$ cat src/rtl/approx_mul_pkg.sv
// Shared constants for the approximate-multiplier controller: state encoding and defaults.
package approx_mul_pkg;

    localparam int unsigned N_DEF       = 16;
    localparam int unsigned M_DEF       = 4;
    localparam int unsigned MAX_CYC_DEF = 40;
    localparam int unsigned STATE_W     = 3;

    localparam logic [2:0] S_IDLE     = 3'd0;
    localparam logic [2:0] S_WAIT_LO  = 3'd1;
    localparam logic [2:0] S_INIT     = 3'd2;
    localparam logic [2:0] S_SHIFT_AB = 3'd3;
    localparam logic [2:0] S_LOAD_Y   = 3'd4;
    localparam logic [2:0] S_SHIFT_Y  = 3'd5;
    localparam logic [2:0] S_DONE     = 3'd6;

    // States during which the host sees the run as in progress
    function automatic logic is_busy_state(input logic [2:0] s);
        return (s == S_INIT) || (s == S_SHIFT_AB) || (s == S_LOAD_Y) || (s == S_SHIFT_Y);
    endfunction

    // States whose duration depends on the datapath and is therefore watched
    function automatic logic is_timed_state(input logic [2:0] s);
        return (s == S_SHIFT_AB) || (s == S_SHIFT_Y);
    endfunction

endpackage

$ cat src/rtl/ctrl_watchdog.sv
// Phase watchdog: counts cycles in a watched phase and flags the MAX_CYC-th one.
module ctrl_watchdog #(
    parameter int unsigned MAX_CYC = 40
) (
    input  logic clk,
    input  logic rst_n,
    input  logic clear,
    input  logic count_en,
    output logic expired
);

    localparam int unsigned CNT_W = $clog2(MAX_CYC + 1);

    logic [CNT_W-1:0] cnt_q;
    logic [CNT_W-1:0] cnt_d;

    // Expiry is raised during the last permitted cycle so the FSM can leave on that edge
    assign expired = count_en && (cnt_q == CNT_W'(MAX_CYC - 1));

    // Next count: clear on phase change, otherwise advance while watched
    always_comb begin
        cnt_d = cnt_q;
        if (clear) begin
            cnt_d = '0;
        end else if (count_en && !expired) begin
            cnt_d = cnt_q + CNT_W'(1);
        end
    end

    // Cycle counter register
    always_ff @(posedge clk or negedge rst_n) begin
        if (!rst_n) begin
            cnt_q <= '0;
        end else begin
            cnt_q <= cnt_d;
        end
    end

endmodule

$ cat src/rtl/approx_mul_controller.sv
// Sequencing FSM for the 16-bit approximate-multiplier datapath with start/done handshake.
module approx_mul_controller
    import approx_mul_pkg::*;
#(
    parameter int unsigned N       = N_DEF,
    parameter int unsigned M       = M_DEF,
    parameter int unsigned MAX_CYC = MAX_CYC_DEF
) (
    input  logic clk,
    input  logic rst_n,
    input  logic start,
    input  logic check_ovA,
    input  logic check_ovB,
    input  logic Co0,
    input  logic Co,
    output logic clr,
    output logic ldA,
    output logic enA,
    output logic enB,
    output logic ld,
    output logic enC,
    output logic busy,
    output logic done,
    output logic err
);

    // Longest legitimate watched phase: SHIFT_Y with both counts saturated
    localparam int unsigned LONGEST_PHASE = 2 * ((1 << M) - 1) + 1;

    // Configuration guards: a shift count must fit below the operand width,
    // and the watchdog must outlast the longest legitimate phase
    if ((1 << M) - 1 >= N) begin : g_cfg_shift_counter_too_wide
    end
    if (MAX_CYC <= LONGEST_PHASE) begin : g_cfg_watchdog_too_short
    end

    logic [STATE_W-1:0] state_q;
    logic [STATE_W-1:0] state_d;
    logic               err_q;
    logic               err_d;
    logic               clr_q;
    logic               ldA_q;
    logic               ld_q;
    logic               busy_q;
    logic               done_q;
    logic               wd_expired;

    ctrl_watchdog #(
        .MAX_CYC (MAX_CYC)
    ) u_watchdog (
        .clk      (clk),
        .rst_n    (rst_n),
        .clear    (state_d != state_q),
        .count_en (is_timed_state(state_q)),
        .expired  (wd_expired)
    );

    // Next-state, datapath-reactive enables and sticky error
    always_comb begin
        state_d = state_q;
        err_d   = err_q;
        enA     = 1'b0;
        enB     = 1'b0;
        enC     = 1'b0;
        case (state_q)
            S_IDLE: begin
                if (start) state_d = S_WAIT_LO;
            end
            S_WAIT_LO: begin
                if (!start) state_d = S_INIT;
            end
            S_INIT: begin
                state_d = S_SHIFT_AB;
            end
            S_SHIFT_AB: begin
                if (Co0) begin
                    state_d = S_LOAD_Y;
                end else if (wd_expired) begin
                    state_d = S_IDLE;
                    err_d   = 1'b1;
                end else begin
                    enA = ~check_ovA;
                    enB = ~check_ovB;
                end
            end
            S_LOAD_Y: begin
                state_d = S_SHIFT_Y;
            end
            S_SHIFT_Y: begin
                if (Co) begin
                    state_d = S_DONE;
                end else if (wd_expired) begin
                    state_d = S_IDLE;
                    err_d   = 1'b1;
                end else begin
                    enC = 1'b1;
                end
            end
            S_DONE: begin
                state_d = S_IDLE;
            end
            default: begin
                state_d = S_IDLE;
            end
        endcase
        if (state_d == S_INIT) err_d = 1'b0;
    end

    // State and error registers
    always_ff @(posedge clk or negedge rst_n) begin
        if (!rst_n) begin
            state_q <= S_IDLE;
            err_q   <= 1'b0;
        end else begin
            state_q <= state_d;
            err_q   <= err_d;
        end
    end

    // Registered Moore outputs decoded from the upcoming state
    always_ff @(posedge clk or negedge rst_n) begin
        if (!rst_n) begin
            clr_q  <= 1'b0;
            ldA_q  <= 1'b0;
            ld_q   <= 1'b0;
            busy_q <= 1'b0;
            done_q <= 1'b0;
        end else begin
            clr_q  <= (state_d == S_INIT);
            ldA_q  <= (state_d == S_INIT);
            ld_q   <= (state_d == S_LOAD_Y);
            busy_q <= is_busy_state(state_d);
            done_q <= (state_d == S_DONE);
        end
    end

    assign clr  = clr_q;
    assign ldA  = ldA_q;
    assign ld   = ld_q;
    assign busy = busy_q;
    assign done = done_q;
    assign err  = err_q;

endmodule

$ cat config.mk
export PLATFORM = sky130hd
export DESIGN_NAME = approx_mul_controller
export DESIGN_NICKNAME = d
export VERILOG_FILES = /design/src/rtl/approx_mul_pkg.sv /design/src/rtl/ctrl_watchdog.sv /design/src/rtl/approx_mul_controller.sv
export SDC_FILE = /design/constraint.sdc
export NUM_CORES = 1
export LEC_CHECK = 0
export CAP_MARGIN = 20
export CORE_ASPECT_RATIO = 1.2
export CORE_MARGIN = 8
export CORE_UTILIZATION = 49
export DETAILED_ROUTE_END_ITERATION = 6
export GPL_ROUTABILITY_DRIVEN = 0
export HOLD_SLACK_MARGIN = 0.15
export PLACE_DENSITY = 0.77
export SLEW_MARGIN = 0
export SYNTH_ARGS = -nofsm -noshare
export SYNTH_HDL_FRONTEND = slang
export SYNTH_SLANG_ARGS = --single-unit
$ cat constraint.sdc
create_clock -name clk -period 3.6 [get_ports clk]
set_input_delay 0.72 -clock clk [delete_from_list [all_inputs] [get_ports clk]]
set_output_delay 0.72 -clock clk [all_outputs]
set_load 0.01 [all_outputs]
==> flow_summary_export.csv <==
group,metric,value,unit
synth,synth_edf_count,0,
timing,rsz0062_at_grt,"no",
layout,fin_util,62.10,%
power_and_ir_drop,p_per_area,649.0,nW/µm²
synth,yosysTopAreaCellShare,44.80,%
timing,fmaxAchievable,322.9,MHz
floorplanning,die_y,59.76,µm
synth,yosysSeqAreaShare,44.80,%
cts,clock_sinks,14,
layout,n_fill_cell,137,
cts,clock_latency,0.28,ns
floorplanning,dieArea,3136,µm²
layout,n_antenna_cell,0,
synth,synthCells,83,
timing,min_period_over_period,86.03,%
layout,layout_common_cells,"clkdlybuf4s50_1, dfrtp_1, nand2_1",
timing,finalCriticalPeriod,3.097,ns
floorplanning,initial_core_util,50.08,%
synth,syn_area,782.0,µm²
floorplanning,chipWidth,52.47,µm
detailed_routing,dr.pass1.iters,4,
floorplanning,core_area,1562,µm²
synth,synth_warnings,0,
detailed_routing,drt-total-wl,1.722,mm
timing,fin_ws,0.5029,ns
cts,cts_resized,0,
cts,cts.clk_slew.worst_paths,0.08,ns
detailed_routing,post_drt_wl_per_cell,14.84,µm
synth,synth_top_area_cell,"dfrtp_1",
synth,synthFlopType,"dfrtp_1",
worst_setup_path,r2r_setup_slack,1.83,ns
global_routing,grt_use_total,13.28,%
placement,port_buffers,15,
timing,skew,0.003218,ns
worst_setup_path,rr_endpoint,"u_watchdog.cnt_q[5]",
synth,synthTopCellsByArea,"dfrtp_1, nand2b_1, nand2_1",
cts,cts_tree,"yes",
floorplanning,rows,16,
timing,maxSlewHeadroom,59.53,%
cts,cts_made_buffers,3,
placement,place_ws,0.5157,ns
detailed_routing,detail-route-antenna-nets,0,
layout,nets,107,
worst_setup_path,reg2reg_from,"state_q[2]",
worst_setup_path,required,2.88,ns
timing,whs,0.5155,ns
layout,drive_gt1_share,6.122,%
layout,layout_commonest_cell,"clkdlybuf4s50_1",
placement,place_hpwl,1.354,mm
run,max_cap_viol_count,0,
layout,regArea,350.3,µm²
detailed_routing,drtIter0Drc,13,
layout,multi_input_area,399.1,µm²
synth,synth.distinct_cells,34,
layout,area_growth,24.00,%
synth,ys_ff_latch,14,
hold_path,hp-class,"reg2reg",
synth,avgSynthCellArea,9.422,µm²
detailed_routing,viasPerCell,5.698,
power_and_ir_drop,max-vdd-ir-drop,0.0003989,V
cts,ctsHtreeMaxLevel,1,
worst_setup_path,crit_path_max_fanout,4,
worst_setup_path,start_kind,"input pin",
timing,finalSetupViolations,0,
detailed_routing,route.detailed.drc,0,
global_routing,grt_max_degree,15,
global_routing,grt_pass1_wl,3.091,mm
synth,syn_nets,91,
worst_setup_path,endpoint,"enC",
power_and_ir_drop,cellLeakagePower,0.4050,nW
cts,post-cts-setup-buffer-count,0,
global_routing,overflow,0,
worst_setup_path,critPathKind,"in2out",
global_routing,grt_antenna_before_repair,0,
worst_setup_path,endpoint_kind,"output pin",
global_routing,grt_pass1_vias,695,
cts,clockBufferDepth,2,
synth,synth-async-reset-ratio,100.0,%
timing,hold_violations,0,
cts,clockRootBuffer,"clkbuf_4",
worst_setup_path,reg2reg_depth,4,
worst_setup_path,startpoint,"Co",
cts,cts_hold_buf,0,
floorplanning,ios,16,
timing,drv_slew,0,
status,status,"finished clean",
timing,fin_tns_setup,0,ns
worst_setup_path,cp_data_arrival_time,2.38,ns
detailed_routing,vias,661,
timing,worstMarginPinSlew,0.6052,ns
## worst min path at each step
stage               slack, ns   from  cells after the start  endpoint
global route             0.54    err                      2       err
CTS                      0.52    err                      2       err
detailed placement       0.50    err                      2       err
floorplan                0.42  rst_n                      0      busy
finish                   0.52    err                      2       err
global placement         0.49    err                      2       err
## logic make-up (layout without fill, tap and decap cells)
family,after synthesis,count (layout),share of synthesized area [%]
AND/OR/NAND/NOR,37,37,25.28
AO/OA/AOI/OAI,19,19,17.44
flip-flops,14,14,44.80
buffers and inverters,7,22,4.160
XOR/XNOR,4,4,5.441
adder cells (fa/ha/maj),1,1,1.600
multiplexers,1,1,1.280
## synthesized netlist by cell type, types with 2 or more instances
master / instances
dfrtp_1: 14
nand2_1: 7
nand2b_1: 6
nor2_1: 6
a21oi_1: 4
inv_1: 3
nand3_1: 3
nor3_1: 3
nor4_1: 3
o21a_1: 3
buf_2: 2
nor2b_1: 2
nor3b_1: 2
o21ai_0: 2
o2bb2ai_1: 2
or3_1: 2
xnor2_1: 2
## per-layer routing
layer	routed length [µm]	GRT usage [%]	vias to the layer above
li1	-	-	325
met1	690	14.16	309
met2	853	19.86	21
met3	117	5.970	6
met4	60	10.00	0
met5	0	0	-
## cell type report
| type | instances | share of cell area (%) |
|---|---|---|
| multi-input combinational | 62 | 41.16 |
| inverter | 3 | 1.161 |
| clock buffer | 4 | 3.742 |
| sequential | 14 | 36.13 |
| tap | 18 | 2.323 |
| timing repair buffer | 15 | 15.48 |
## metrics by stage
step / power [mW] / instance area, µm² / std cells
after detailed placement: 0.5232 / 933.4 / 112
final: 0.6293 / 969.7 / 116
after floorplan: 0.4402 / 782.0 / 83
after global routing: 0.6824 / 969.7 / 116
after CTS: 0.6351 / 969.7 / 116
after global placement: 0.5161 / 933.4 / 112
## state kept, by name, indices dropped and copies added (netlist names)
register / cells
busy: 1
ldA: 1
ld: 1
u_watchdog.cnt_q: 6
done: 1
err: 1
state_q: 3
## critical path, stage by stage
cell and delay (ns):
clkdlybuf4s50_1 0.47, nand2b_1 0.20, or3_1 0.39, inv_1 0.06, clkdlybuf4s50_1 0.53
## report_power, final
part / switching, mW / total [mW] / internal (mW)
combinational: 0.133 / 0.264 / 0.131
sequential: 0.0648 / 0.255 / 0.190
clock: 0.0485 / 0.110 / 0.0615
No activity file was read; power rests on OpenSTA's default activity.
